[config.mk]
export PLATFORM = sky130hd
export DESIGN_NAME = mouse_pos_tracker
export DESIGN_NICKNAME = d
export VERILOG_FILES = /design/src/rtl/mouse_pos_pkg.sv /design/src/rtl/mouse_btn_events.sv /design/src/rtl/mouse_pos_tracker.sv
export SDC_FILE = /design/constraint.sdc
export NUM_CORES = 1
export LEC_CHECK = 0
export CAP_MARGIN = 20
export CORE_UTILIZATION = 40
export CTS_CLUSTER_DIAMETER = 60
export DETAILED_ROUTE_END_ITERATION = 12
export DONT_BUFFER_PORTS = 1
export PLACE_DENSITY = 0.64
export SLEW_MARGIN = 20
export SYNTH_ARGS = -nofsm -noshare
export SYNTH_HDL_FRONTEND = slang
export SYNTH_SLANG_ARGS = --single-unit
[constraint.sdc]
create_clock -name clk_i -period 2 [get_ports clk_i]
set_clock_uncertainty 0.1 [all_clocks]
set_input_delay 0.4 -clock clk_i [delete_from_list [all_inputs] [get_ports clk_i]]
set_output_delay 0.4 -clock clk_i [all_outputs]
set_load 0.05 [all_outputs]
[src/rtl/mouse_pos_pkg.sv]
// Shared types and range helpers for the mouse cursor tracker.
// MOUSE_POS_WRAP_EN (see mouse_pos_tracker) selects wrap_range over clamp_range at commit.
package mouse_pos_pkg;

  typedef enum logic [1:0] {
    ST_IDLE,
    ST_SUM,
    ST_COMMIT
  } state_e;

  // Saturate v into [0, n-1].
  function automatic int clamp_range(input int v, input int n);
    if (v < 0) return 0;
    if (v >= n) return n - 1;
    return v;
  endfunction

  // Single-step modular correction; callers guarantee |step| < n.
  function automatic int wrap_range(input int v, input int n);
    if (v < 0) return v + n;
    if (v >= n) return v - n;
    return v;
  endfunction

endpackage

[src/rtl/mouse_btn_events.sv]
// Per-button level tracking with sticky press/release events, per-bit acknowledge and irq.
module mouse_btn_events #(
  parameter int unsigned BTN_N = 3
) (
  input  logic             clk_i,
  input  logic             rst_i,
  input  logic             evt_en_i,
  input  logic [BTN_N-1:0] btn_i,
  input  logic [BTN_N-1:0] ack_i,
  output logic [BTN_N-1:0] btn_level_o,
  output logic [BTN_N-1:0] btn_press_o,
  output logic [BTN_N-1:0] btn_rel_o,
  output logic             irq_o
);

  logic [BTN_N-1:0] level_q, level_d;
  logic [BTN_N-1:0] press_q, press_d;
  logic [BTN_N-1:0] rel_q, rel_d;
  logic [BTN_N-1:0] rise, fall;

  always_comb begin
    rise    = '0;
    fall    = '0;
    level_d = level_q;
    if (evt_en_i) begin
      rise    = btn_i & ~level_q;
      fall    = ~btn_i & level_q;
      level_d = btn_i;
    end
    // New edges are OR-ed in after the ack mask so a same-cycle event survives.
    press_d = (press_q & ~ack_i) | rise;
    rel_d   = (rel_q & ~ack_i) | fall;
  end

  always_ff @(posedge clk_i) begin
    if (rst_i) begin
      level_q <= '0;
      press_q <= '0;
      rel_q   <= '0;
    end else begin
      level_q <= level_d;
      press_q <= press_d;
      rel_q   <= rel_d;
    end
  end

  assign btn_level_o = level_q;
  assign btn_press_o = press_q;
  assign btn_rel_o   = rel_q;
  assign irq_o       = (|press_q) | (|rel_q);

endmodule

[src/rtl/mouse_pos_tracker.sv]
// Integrates PS/2 movement packets into an absolute cursor position with button events.
// Define MOUSE_POS_WRAP_EN to wrap the cursor at screen edges instead of clamping.
module mouse_pos_tracker
  import mouse_pos_pkg::*;
#(
  parameter int unsigned WIDTH       = 1280,
  parameter int unsigned HEIGHT      = 1080,
  parameter int unsigned DELTA_W     = 9,
  parameter int unsigned SCALE_SHIFT = 0,
  parameter int unsigned BTN_N       = 3,
  parameter int unsigned DROP_CNT_W  = 8,
  localparam int unsigned XW         = $clog2(WIDTH),
  localparam int unsigned YW         = $clog2(HEIGHT)
) (
  input  logic                  clk_i,
  input  logic                  rst_i,
  input  logic                  pkt_valid_i,
  output logic                  pkt_ready_o,
  input  logic [DELTA_W-1:0]    dx_i,
  input  logic [DELTA_W-1:0]    dy_i,
  input  logic [BTN_N-1:0]      btn_i,
  input  logic                  set_pos_i,
  input  logic [XW-1:0]         set_x_i,
  input  logic [YW-1:0]         set_y_i,
  input  logic [BTN_N-1:0]      ack_i,
  output logic [XW-1:0]         x_pos_o,
  output logic [YW-1:0]         y_pos_o,
  output logic                  pos_upd_o,
  output logic [BTN_N-1:0]      btn_level_o,
  output logic [BTN_N-1:0]      btn_press_o,
  output logic [BTN_N-1:0]      btn_rel_o,
  output logic                  irq_o,
  output logic [DROP_CNT_W-1:0] drop_cnt_o
);

  localparam int unsigned SW = ((XW > YW) ? XW : YW) + DELTA_W + SCALE_SHIFT + 2;

  if (SW > 32) begin : g_sw_chk
    $error("mouse_pos_tracker: sum width exceeds 32 bits");
  end

`ifdef MOUSE_POS_WRAP_EN
  localparam longint unsigned MAX_STEP = longint'(1) << (DELTA_W - 1 + SCALE_SHIFT);
  if (MAX_STEP >= WIDTH || MAX_STEP >= HEIGHT) begin : g_wrap_chk
    $error("mouse_pos_tracker: scaled delta range too large for single-step wrap");
  end
`endif

  typedef struct packed {
    logic signed [DELTA_W-1:0] dx;
    logic signed [DELTA_W-1:0] dy;
  } delta_t;

  state_e                 state_q, state_d;
  delta_t                 delta_q, delta_d;
  logic signed [SW-1:0]   sx_q, sx_d, sy_q, sy_d;
  logic signed [SW-1:0]   x_s, y_s, dx_s, dy_s;
  logic [XW-1:0]          x_q, x_d;
  logic [YW-1:0]          y_q, y_d;
  logic                   pos_upd_q, pos_upd_d;
  logic [DROP_CNT_W-1:0]  drop_q, drop_d;
  logic                   accept, dropped;

  // A packet offered alongside set_pos_i is refused and counted as a drop.
  assign accept  = pkt_valid_i & pkt_ready_o & ~set_pos_i;
  assign dropped = pkt_valid_i & (~pkt_ready_o | set_pos_i);

  always_ff @(posedge clk_i) begin
    if (rst_i) state_q <= ST_IDLE;
    else       state_q <= state_d;
  end

  always_comb begin
    state_d = state_q;
    unique case (state_q)
      ST_IDLE:   if (accept) state_d = ST_SUM;
      ST_SUM:    state_d = ST_COMMIT;
      ST_COMMIT: state_d = ST_IDLE;
      default:   state_d = ST_IDLE;
    endcase
    if (set_pos_i) state_d = ST_IDLE;
  end

  always_comb begin
    pkt_ready_o = (state_q == ST_IDLE);
  end

  assign x_s  = SW'(x_q);
  assign y_s  = SW'(y_q);
  assign dx_s = SW'(delta_q.dx) <<< SCALE_SHIFT;
  assign dy_s = SW'(delta_q.dy) <<< SCALE_SHIFT;

  always_comb begin
    delta_d   = delta_q;
    sx_d      = sx_q;
    sy_d      = sy_q;
    x_d       = x_q;
    y_d       = y_q;
    pos_upd_d = 1'b0;
    drop_d    = drop_q;

    if (accept) begin
      delta_d.dx = dx_i;
      delta_d.dy = dy_i;
    end

    if (state_q == ST_SUM) begin
      sx_d = x_s + dx_s;
      sy_d = y_s - dy_s;
    end

    if (state_q == ST_COMMIT) begin
`ifdef MOUSE_POS_WRAP_EN
      x_d = XW'(wrap_range(int'(sx_q), int'(WIDTH)));
      y_d = YW'(wrap_range(int'(sy_q), int'(HEIGHT)));
`else
      x_d = XW'(clamp_range(int'(sx_q), int'(WIDTH)));
      y_d = YW'(clamp_range(int'(sy_q), int'(HEIGHT)));
`endif
      pos_upd_d = 1'b1;
    end

    if (set_pos_i) begin
      x_d       = XW'(clamp_range(int'(set_x_i), int'(WIDTH)));
      y_d       = YW'(clamp_range(int'(set_y_i), int'(HEIGHT)));
      pos_upd_d = 1'b1;
    end

    if (dropped && drop_q != '1) drop_d = drop_q + 1'b1;
  end

  always_ff @(posedge clk_i) begin
    if (rst_i) begin
      delta_q   <= '0;
      sx_q      <= '0;
      sy_q      <= '0;
      x_q       <= XW'(WIDTH / 2);
      y_q       <= YW'(HEIGHT / 2);
      pos_upd_q <= 1'b0;
      drop_q    <= '0;
    end else begin
      delta_q   <= delta_d;
      sx_q      <= sx_d;
      sy_q      <= sy_d;
      x_q       <= x_d;
      y_q       <= y_d;
      pos_upd_q <= pos_upd_d;
      drop_q    <= drop_d;
    end
  end

  assign x_pos_o    = x_q;
  assign y_pos_o    = y_q;
  assign pos_upd_o  = pos_upd_q;
  assign drop_cnt_o = drop_q;

  mouse_btn_events #(
    .BTN_N(BTN_N)
  ) u_btn_events (
    .clk_i       (clk_i),
    .rst_i       (rst_i),
    .evt_en_i    (accept),
    .btn_i       (btn_i),
    .ack_i       (ack_i),
    .btn_level_o (btn_level_o),
    .btn_press_o (btn_press_o),
    .btn_rel_o   (btn_rel_o),
    .irq_o       (irq_o)
  );

endmodule
* Yosys cells after proc, flatten, opt, wreduce, memory -nomap -nowiden *
Index checks and enable logic that the tools add are counted.

word-level totals
  flip-flop bits (word level) = 86
  input port bits = 50
  word-level logic and storage cells = 81

cells by class
  equal/unequal tests = 4
  add/sub/neg operators = 3
  magnitude comparators = 6
  bitwise operators = 16
  reduce and logical (&&, ||, !) cells = 6
  muxes and demuxes = 34

operators with widths
  cell                                                                 count
  two-way mux 11 bit                                                   14
  greater-or-equal comparator 13 x 12 -> 1 bit, second input constant  2
  < comparator 13 x 1 -> 1 bit, second input constant                  2
  greater-or-equal comparator 11 bit, second input constant            2
  two-way mux 1 bit                                                    16
  adder 12 x 9 -> 13 bit                                               1
  subtractor 12 x 9 -> 13 bit                                          1
  bitwise AND 3 bit                                                    4
  inverter 3 bit                                                       3
  adder 8 x 1 -> 8 bit, second input constant                          1
  inequality test 8 bit, second input constant                         1
  two-way mux 3 bit                                                    2
  OR 3 bit                                                             2
  OR reduction 3 bit                                                   2
  case mux 2 bit (2 select lines)                                      1
  bitwise AND 1 bit                                                    3
  equality test 2 x 1 -> 1 bit, second input constant                  1
  equality test 2 bit, second input constant                           1
  zero test 2 bit                                                      1
  two-way mux 2 bit                                                    1
  inequality test 2 x 1 -> 1 bit, second input constant                1
  inverter 1 bit                                                       2
  OR 1 bit                                                             2
  nonzero test 2 bit                                                   1
  other kinds (2)                                                      2

* Longest topological paths before layout *
Gate-level depths: netlist of run 1.

  word-level depth = 9
  depth in mapped cells = 8
  gate-level depth less buffers = 8

* Hierarchy *
A second synthesis of run 1 with hierarchy kept.

unflattened totals
  cells, all modules = 553
  area, all modules = 4,563.1 sq um

by module, submodules not included
  module             area an instance (sq um)  cells each  instances
  mouse_pos_tracker  4,192.8                   515         1
  mouse_btn_events   370.4                     38          1

* Least setup slack after synthesis of run 1 *
Ideal clock, no wire load.

  path kind = register -> register
  from = reg y_q[0], in the netlist y_pos_o[0]
  to = reg sy_q[10]
  clock period less this slack = 2.479 ns
  library setup time = 0.127 ns
  data arrival time = 2.252 ns
  stages on the path, launching flop included = 9
  slack = -0.479 ns
  path through = dfxtp_1 -> inv_1 -> ha_1 -> fa_1 -> nand2b_1 -> a21oi_2 -> o21ai_0 -> o21ai_0 -> or3b_1

on the way
  longest elaborated chain between the ends = 1

RTL lines
  item                         RTL line                  RTL
  from (decl)                  mouse_pos_tracker.sv:59   logic [YW-1:0] y_q, y_d;
  from (signal assigned)       mouse_pos_tracker.sv:138  y_q <= YW'(HEIGHT / 2);
  from (signal assigned)       mouse_pos_tracker.sv:146  y_q <= y_d;
  subtractor 12 x 9 -> 13 bit  mouse_pos_tracker.sv:109  sy_d = y_s - dy_s;
  to (signal assigned)         mouse_pos_tracker.sv:144  sy_q <= sy_d;
  to (decl)                    mouse_pos_tracker.sv:56   logic signed [SW-1:0] sx_q, sx_d, sy_q, sy_d;

No other way between the ends.
A chain may end at the register's enable or synchronous reset.

* Worst setup path after layout of run 1 *
Same ends and word-level chain as after synthesis.

==> impl_metrics.toml, run 1 <==
[clock_network]
cts_hold_buf = 0
clock_tree.htree_level_count = 3
clock_path_buffers = 2
cts_sinks = 86
cts.reportedPaths.clkPinSlew_ns = 0.06
cts_tree = "yes"
clock_insertion_delay_worst_skew_ns = 0.33
numCtsBuffers = 9
clock-root-buffer = "clkbuf_16"

[die]
overall_die_area_sq_mm = 0.01180
floorplan.initialDensity = 0.4158
ioPinCount = 92
fp.dieH_um = 108.6
core.rowCount = 38
die_w_um = 108.6
placeableCoreArea_sq_mm = 0.01094

[synth]
synth.cell_area_sq_mm = 0.004547
synth.yosys.warnings = 0
synth-main-ff-cell = "dfxtp_1"
synth_simple_gate_area_share = 0.2408
yosys.area_share.xor_xnor = 0.03467
post_synth.cell_area_avg_sq_um = 8.048
post_synthesis_net_count = 642
yosys.area.top_type_share = 0.3786
synth_edf_count = 0
postSynth.asyncResetShare = 0
post_synth_fa_ha_maj_area_fraction = 0.07760
ys_seq_elements = 86
synth_area_in_compound_gates = 0.2149
synthMuxAreaShare = 0.01541
combinational_family_with_the_most_area_after_synthesis = "simple AND/OR/NAND/NOR gates"
synth-seq-area-share = 0.3786
synthDistinctLibCells = 51
synth_area_leaders = "dfxtp_1 (38%), nand2_1 (8.0%), ha_1 (6.9%)"
synthDominantAreaCellType = "dfxtp_1"
postSynthCellCount = 565

[timing]
grt_setup_unrepaired = "true"
finalMaxSlewViolations = 0
final_period_minus_worst_setup_slack_ns = 1.973
max_frequency_ghz = 0.5067
setup_slack_ns = 0.02650
tightestPinTransition_ns = 0.5861
setup_viol = 0
slew_headroom = 0.6087
final.period_utilization = 0.9867
hold_viol = 0

[cells_and_area]
finalNetCount = 685
layoutNonFillerInstCount = 751
final_common_cell = "nand2_1"
antenna-diode-count = 0
final-seq-area_sq_mm = 0.001738
drive_above_1_share = 0.1686
finalCoreUtilization = 0.4923
multiInputGateArea_sq_mm = 0.002723
nFillCells = 1086
flow.area_growth_from_synthesis_pct = 18.41
most-common-layout-cells = "nand2_1 (97), dfxtp_1 (77), a21oi_1 (61), buf_4 (57), o21ai_0 (37)"

[worst_setup_path]
worstSetupEndpointType = "register"
path_class = "register to register"
critPathMaxFanout = 3
worstSetupStartpointType = "register"
worst_ep_required_time_ns = 2.12
timing.critical_path.arrival_ns = 2.09

[drt]
post_drt_via_cell_ratio = 5.546
dr.first_iter.drc_count = 192
drc = 0
route.antenna.remaining_nets = 0
drt_wl_total_um = 12180
route.detailed.wl_per_inst_um = 16.21
drt_pass1_iterations = 4
vias = 4165

[global_routing]
grt_pass1_vias = 3969
grtUsageMet1 = 0.2735
grt.met2_usage = 0.3391
top_usage_layer = "met2"
grt_antenna_before_repair = 0
grt_util_all_layers = 0.2095
pin_count_of_the_biggest_net_entering_global_routing = 89
gr_util_met3 = 0.05858
grt_remaining_overflow = 0
wire_length_of_the_first_global_routing_pass_um = 19350

[power]
total_leakage_power_nw = 2.144
seq_power_share = 0.448
fin_total_pwr_mw = 4.180
comb_power_share = 0.190
vdd_ir_drop_max_uv = 409.4
p_int_mw = 2.959
switching_fraction = 0.2922
power.density_mw_per_mm2 = 776.4
total_switching_power_mw = 1.222
share_clk_of_total_power = 0.362

[placement]
dp_slack_ns = -0.003994
finalWeightedCongestion = 0.8491
dp.final_hpwl_um = 8806
dp_cells = 733
port-buffer-count = 0

[hold_path]
hold_class = "primary input to register"

[outcome]
outcome = "completed"

[job]
cap_violations = 0
[logic make-up after synthesis]
| logic type | count (synthesis) |
|---|---|
| compound gates | 160 |
| xor+xnor | 18 |
| fa+ha+maj | 27 |
| buf+inv | 42 |
| flops | 86 |
| mux | 7 |
| simple gates | 225 |
[layout make-up]
type / instances / share of cell area
inverter: 17 / 0.01185
multi-input combinational: 437 / 0.5057
tap: 140 / 0.03254
clock inverter: 2 / 0.001859
sequential: 86 / 0.3228
timing repair buffer: 57 / 0.07948
clock buffer: 12 / 0.04578
[registers in the layout, indices dropped and copies added (netlist names)]
signal	cells
delta_q	18
sx_q	13
sy_q	13
x_pos_o	11
y_pos_o	11
drop_cnt_o	8
u_btn_events.btn_level_o	3
u_btn_events.btn_press_o	3
u_btn_events.btn_rel_o	3
state_q	2
pos_upd_o	1
[metal layers]
metal,vias up,share of wire
met1,1943,0.45
met5,-,0
met4,0,0.0082
met2,115,0.46
met3,11,0.079
li1,2096,-
[synth_stat cells, types with 2 or more instances]
cell type,n
xnor2_1,7
a22oi_1,3
or3_1,2
fa_1,2
a21oi_1,62
ha_1,25
and3_1,3
a222oi_1,3
a31oi_1,12
nand4_1,2
nor2b_1,6
o21ai_0,40
o21ai_2,2
a21o_1,9
a221oi_1,7
nor3_1,17
mux2i_1,7
inv_1,17
nand2b_1,17
clkbuf_1,12
nand2_1,97
nand3b_1,10
xor2_1,11
o211ai_1,4
nor3b_1,4
dfxtp_1,86
nor4b_1,3
a211oi_1,7
nor4_1,4
o211ai_2,3
and2_1,2
nand3_1,14
or2_2,2
buf_2,12
nor3_2,2
nor2_1,34
[power groups by stage]
stage,clock network (mW),registers (mW),logic (mW)
final,1.51,1.87,0.793
after global routing,1.62,1.88,0.866
after CTS,1.54,1.87,0.767
after detailed placement,0,1.91,0.763
after global placement,0,1.90,0.753
after floorplan,0,2.03,0.466
[stage by stage]
| step | TNS, ns | area (sq um) | hold slack (ns) |
|---|---|---|---|
| after floorplan | -0.04088 | 4597 | 0.3199 |
| after global placement | 0 | 5061 | 0.3299 |
| after detailed placement | -0.003994 | 5061 | 0.3349 |
| after CTS | 0 | 5318 | 0.02486 |
| after global routing | -0.07051 | 5384 | 0.01593 |
| final | 0 | 5384 | 0.02868 |
[worst max-delay path: stages (launching register included)]
cell and delay [ns]:
dfxtp_4 0.34, inv_2 0.04, ha_4 0.15, fa_2 0.33, nand2b_4 0.17, a21oi_4 0.17, o21ai_2 0.10, o21ai_1 0.11
or3b_1 0.35
[final timing paths]
path	slack, ns	start	cells past startpoint	to
setup / recovery	0.03	y_pos_o[0]	8	sy_q[10]
hold / removal	0.03	rst_i	1	x_pos_o[10]
setup reg to reg	0.03	y_pos_o[0]	8	sy_q[10]
hold reg to reg	0.34	sy_q[2]	2	sy_q[2]
[timing repair]
action	CTS	global route
setup buffers	0	4
pin swaps	1	2
endpoints found under the setup margin	1	5
resized for setup	0	7
No activity file was read; power rests on OpenSTA's default activity.
==> inputs of run 2 (changes only) <==
--- a/config.mk
+++ b/config.mk
@@ -6,12 +6,13 @@
 export NUM_CORES = 1
 export LEC_CHECK = 0
 export CAP_MARGIN = 20
+export CELL_PAD_IN_SITES_DETAIL_PLACEMENT = 0
+export CELL_PAD_IN_SITES_GLOBAL_PLACEMENT = 1
 export CORE_UTILIZATION = 40
 export CTS_CLUSTER_DIAMETER = 60
 export DETAILED_ROUTE_END_ITERATION = 12
 export DONT_BUFFER_PORTS = 1
-export PLACE_DENSITY = 0.64
-export SLEW_MARGIN = 20
+export PLACE_DENSITY = 0.8
 export SYNTH_ARGS = -nofsm -noshare
 export SYNTH_HDL_FRONTEND = slang
 export SYNTH_SLANG_ARGS = --single-unit
==> run 2 against run 1 <==
Effect of this change: sequential cell count is the same; hold slack gained 0.0026 ns; die area is the same; non-clock buffer count shrank 4; largest power group unchanged; highest routed layer unchanged.
==> impl_metrics.toml, run 2 (synthesis gave the netlist of run 1 again) <==
[global_routing]
grt_pass1_vias = 4014
grt_antenna_before_repair = 0
pin_count_of_the_biggest_net_entering_global_routing = 89
grt_remaining_overflow = 0
grt_util_all_layers = 0.2161
wire_length_of_the_first_global_routing_pass_um = 19710

[hold_path]
holdCritStartpoint = "set_pos_i"
holdPathEnd = "state_q[1]"
hold_class = "primary input to register"
worst_hold_path.num_cells = 1

[power]
share_clk_of_total_power = 0.385
switching_fraction = 0.2851
total_switching_power_mw = 1.232
power.density_mw_per_mm2 = 800.8
total_leakage_power_nw = 2.141
vdd_ir_drop_max_uv = 425.5
comb_power_share = 0.181
seq_power_share = 0.434
p_int_mw = 3.089

[die]
placeableCoreArea_sq_mm = 0.01094
core.rowCount = 38
overall_die_area_sq_mm = 0.01180
floorplan.initialDensity = 0.4158
die_w_um = 108.6
ioPinCount = 92
fp.dieH_um = 108.6

[outcome]
outcome = "completed"

[clock_network]
clock_path_buffers = 2
cts_sinks = 86
cts_tree = "yes"
clock-root-buffer = "clkbuf_16"
numCtsBuffers = 9
cts_hold_buf = 0
clock_tree.htree_level_count = 3
cts.reportedPaths.clkPinSlew_ns = 0.06
clock_insertion_delay_worst_skew_ns = 0.34

[worst_setup_path]
timing.reg2reg.setup_slack_ns = 0.04
r2r_end = "sy_q[10]"
worstSetupEndpointType = "register"
worst_ep_required_time_ns = 2.12
timing.rr.start = "y_pos_o[0]"
worstSetupStartpointType = "register"
path_class = "register to register"
timing.critical_path.arrival_ns = 2.08
reg2regPathDepth = 8
critPathMaxFanout = 3

[drt]
dr.first_iter.drc_count = 212
drc = 0
drt_pass1_iterations = 4
drt_wl_total_um = 12230
post_drt_via_cell_ratio = 5.431
route.antenna.remaining_nets = 0
route.detailed.wl_per_inst_um = 16.33
vias = 4068

[cells_and_area]
flow.area_growth_from_synthesis_pct = 18.68
reg.largest.list = "delta_q (18), sx_q (13), sy_q (13)"
finalNetCount = 681
largest_register_ff_count = 18
final-seq-area_sq_mm = 0.001739
drive_above_1_share = 0.1658
multiInputGateArea_sq_mm = 0.002724
nFillCells = 1071
final_common_cell = "nand2_1"
antenna-diode-count = 0
largest_register = "delta_q"
most-common-layout-cells = "nand2_1 (97), dfxtp_1 (76), a21oi_1 (61), buf_4 (53), o21ai_0 (37)"
finalCoreUtilization = 0.4935

[placement]
dp.final_hpwl_um = 8926
port-buffer-count = 0
finalWeightedCongestion = 0.8723

[job]
cap_violations = 0

[timing]
final.period_utilization = 0.9817
grt_setup_unrepaired = "true"
finalMaxSlewViolations = 0
tightestPinTransition_ns = 0.5813
slew_headroom = 0.6119
setup_viol = 0
max_frequency_ghz = 0.5093
fin_hold_ws_ns = 0.03130
hold_viol = 0
final_period_minus_worst_setup_slack_ns = 1.963
-- run 2: cell count changes in the layout (fill, tap and decap cells not counted), sizes merged --
cell | previous run | this run
bufinv | 0 | 1
buf | 57 | 53
clkinvlp | 0 | 1
-- run 2: critical path: stages (launching register included) --
cell and delay (ns):
dfxtp_4 0.36, inv_4 0.04, ha_4 0.15, fa_2 0.34
nand2b_4 0.17, a21oi_4 0.17, o21ai_4 0.08, o21ai_1 0.11
or3b_1 0.34
-- run 2: through the flow --
stage / cell area (sq um) / total power, mW / worst slack (ns) / cells / TNS [ns]
after floorplan: 4597 / 2.497 / -0.04088 / 565 / -0.04088
after global placement: 5054 / 2.660 / 0.04105 / 732 / 0
after detailed placement: 5054 / 2.674 / -0.01847 / 732 / -0.01847
after CTS: 5348 / 4.338 / 0.01789 / 748 / 0
after global routing: 5396 / 4.515 / -0.04527 / 749 / -0.05332
final: 5396 / 4.322 / 0.03654 / 749 / 0
-- run 2: metal layers --
layer  GRT usage  part of all wire
met1      0.2866              0.46
met3     0.04901             0.077
met2      0.3404              0.45
met5           0                 0
met4     0.08398             0.013
-- run 2: power by group through the flow --
stage / clock [mW] / sequential, mW / combinational (mW)
6_report: 1.67 / 1.87 / 0.782
5_1_grt: 1.77 / 1.88 / 0.859
4_1_cts: 1.70 / 1.87 / 0.771
3_5_place_dp: 0 / 1.91 / 0.765
3_3_place_gp: 0 / 1.91 / 0.755
2_1_floorplan: 0 / 2.03 / 0.466
-- run 2: worst max-delay path by stage --
stage          slack [ns]  endpoint       start
2_1_floorplan       -0.04  sy_q[10]  y_pos_o[0]
3_3_place_gp         0.04  sy_q[10]  y_pos_o[0]
3_5_place_dp        -0.02  sy_q[10]  y_pos_o[0]
4_1_cts              0.02  sy_q[10]  y_pos_o[0]
5_1_grt             -0.05  sy_q[10]  y_pos_o[0]
6_report             0.04  sy_q[10]  y_pos_o[0]
-- run 2: area by class of cell --
class	count	area share
Sequential cell	86	0.3223
Tap cell	140	0.03246
Inverter	17	0.01229
Timing Repair Buffer	53	0.07373
Multi-Input combinational cell	437	0.5048
Clock inverter	4	0.008811
Clock buffer	12	0.04568
-- run 2: what timing repair did --
| action | 4_1_cts | 5_1_grt |
|---|---|---|
| resized for setup | 1 | 8 |
| setup buffers | 0 | 1 |
| pin swaps | 1 | 2 |
| endpoints found under the setup margin | 1 | 6 |
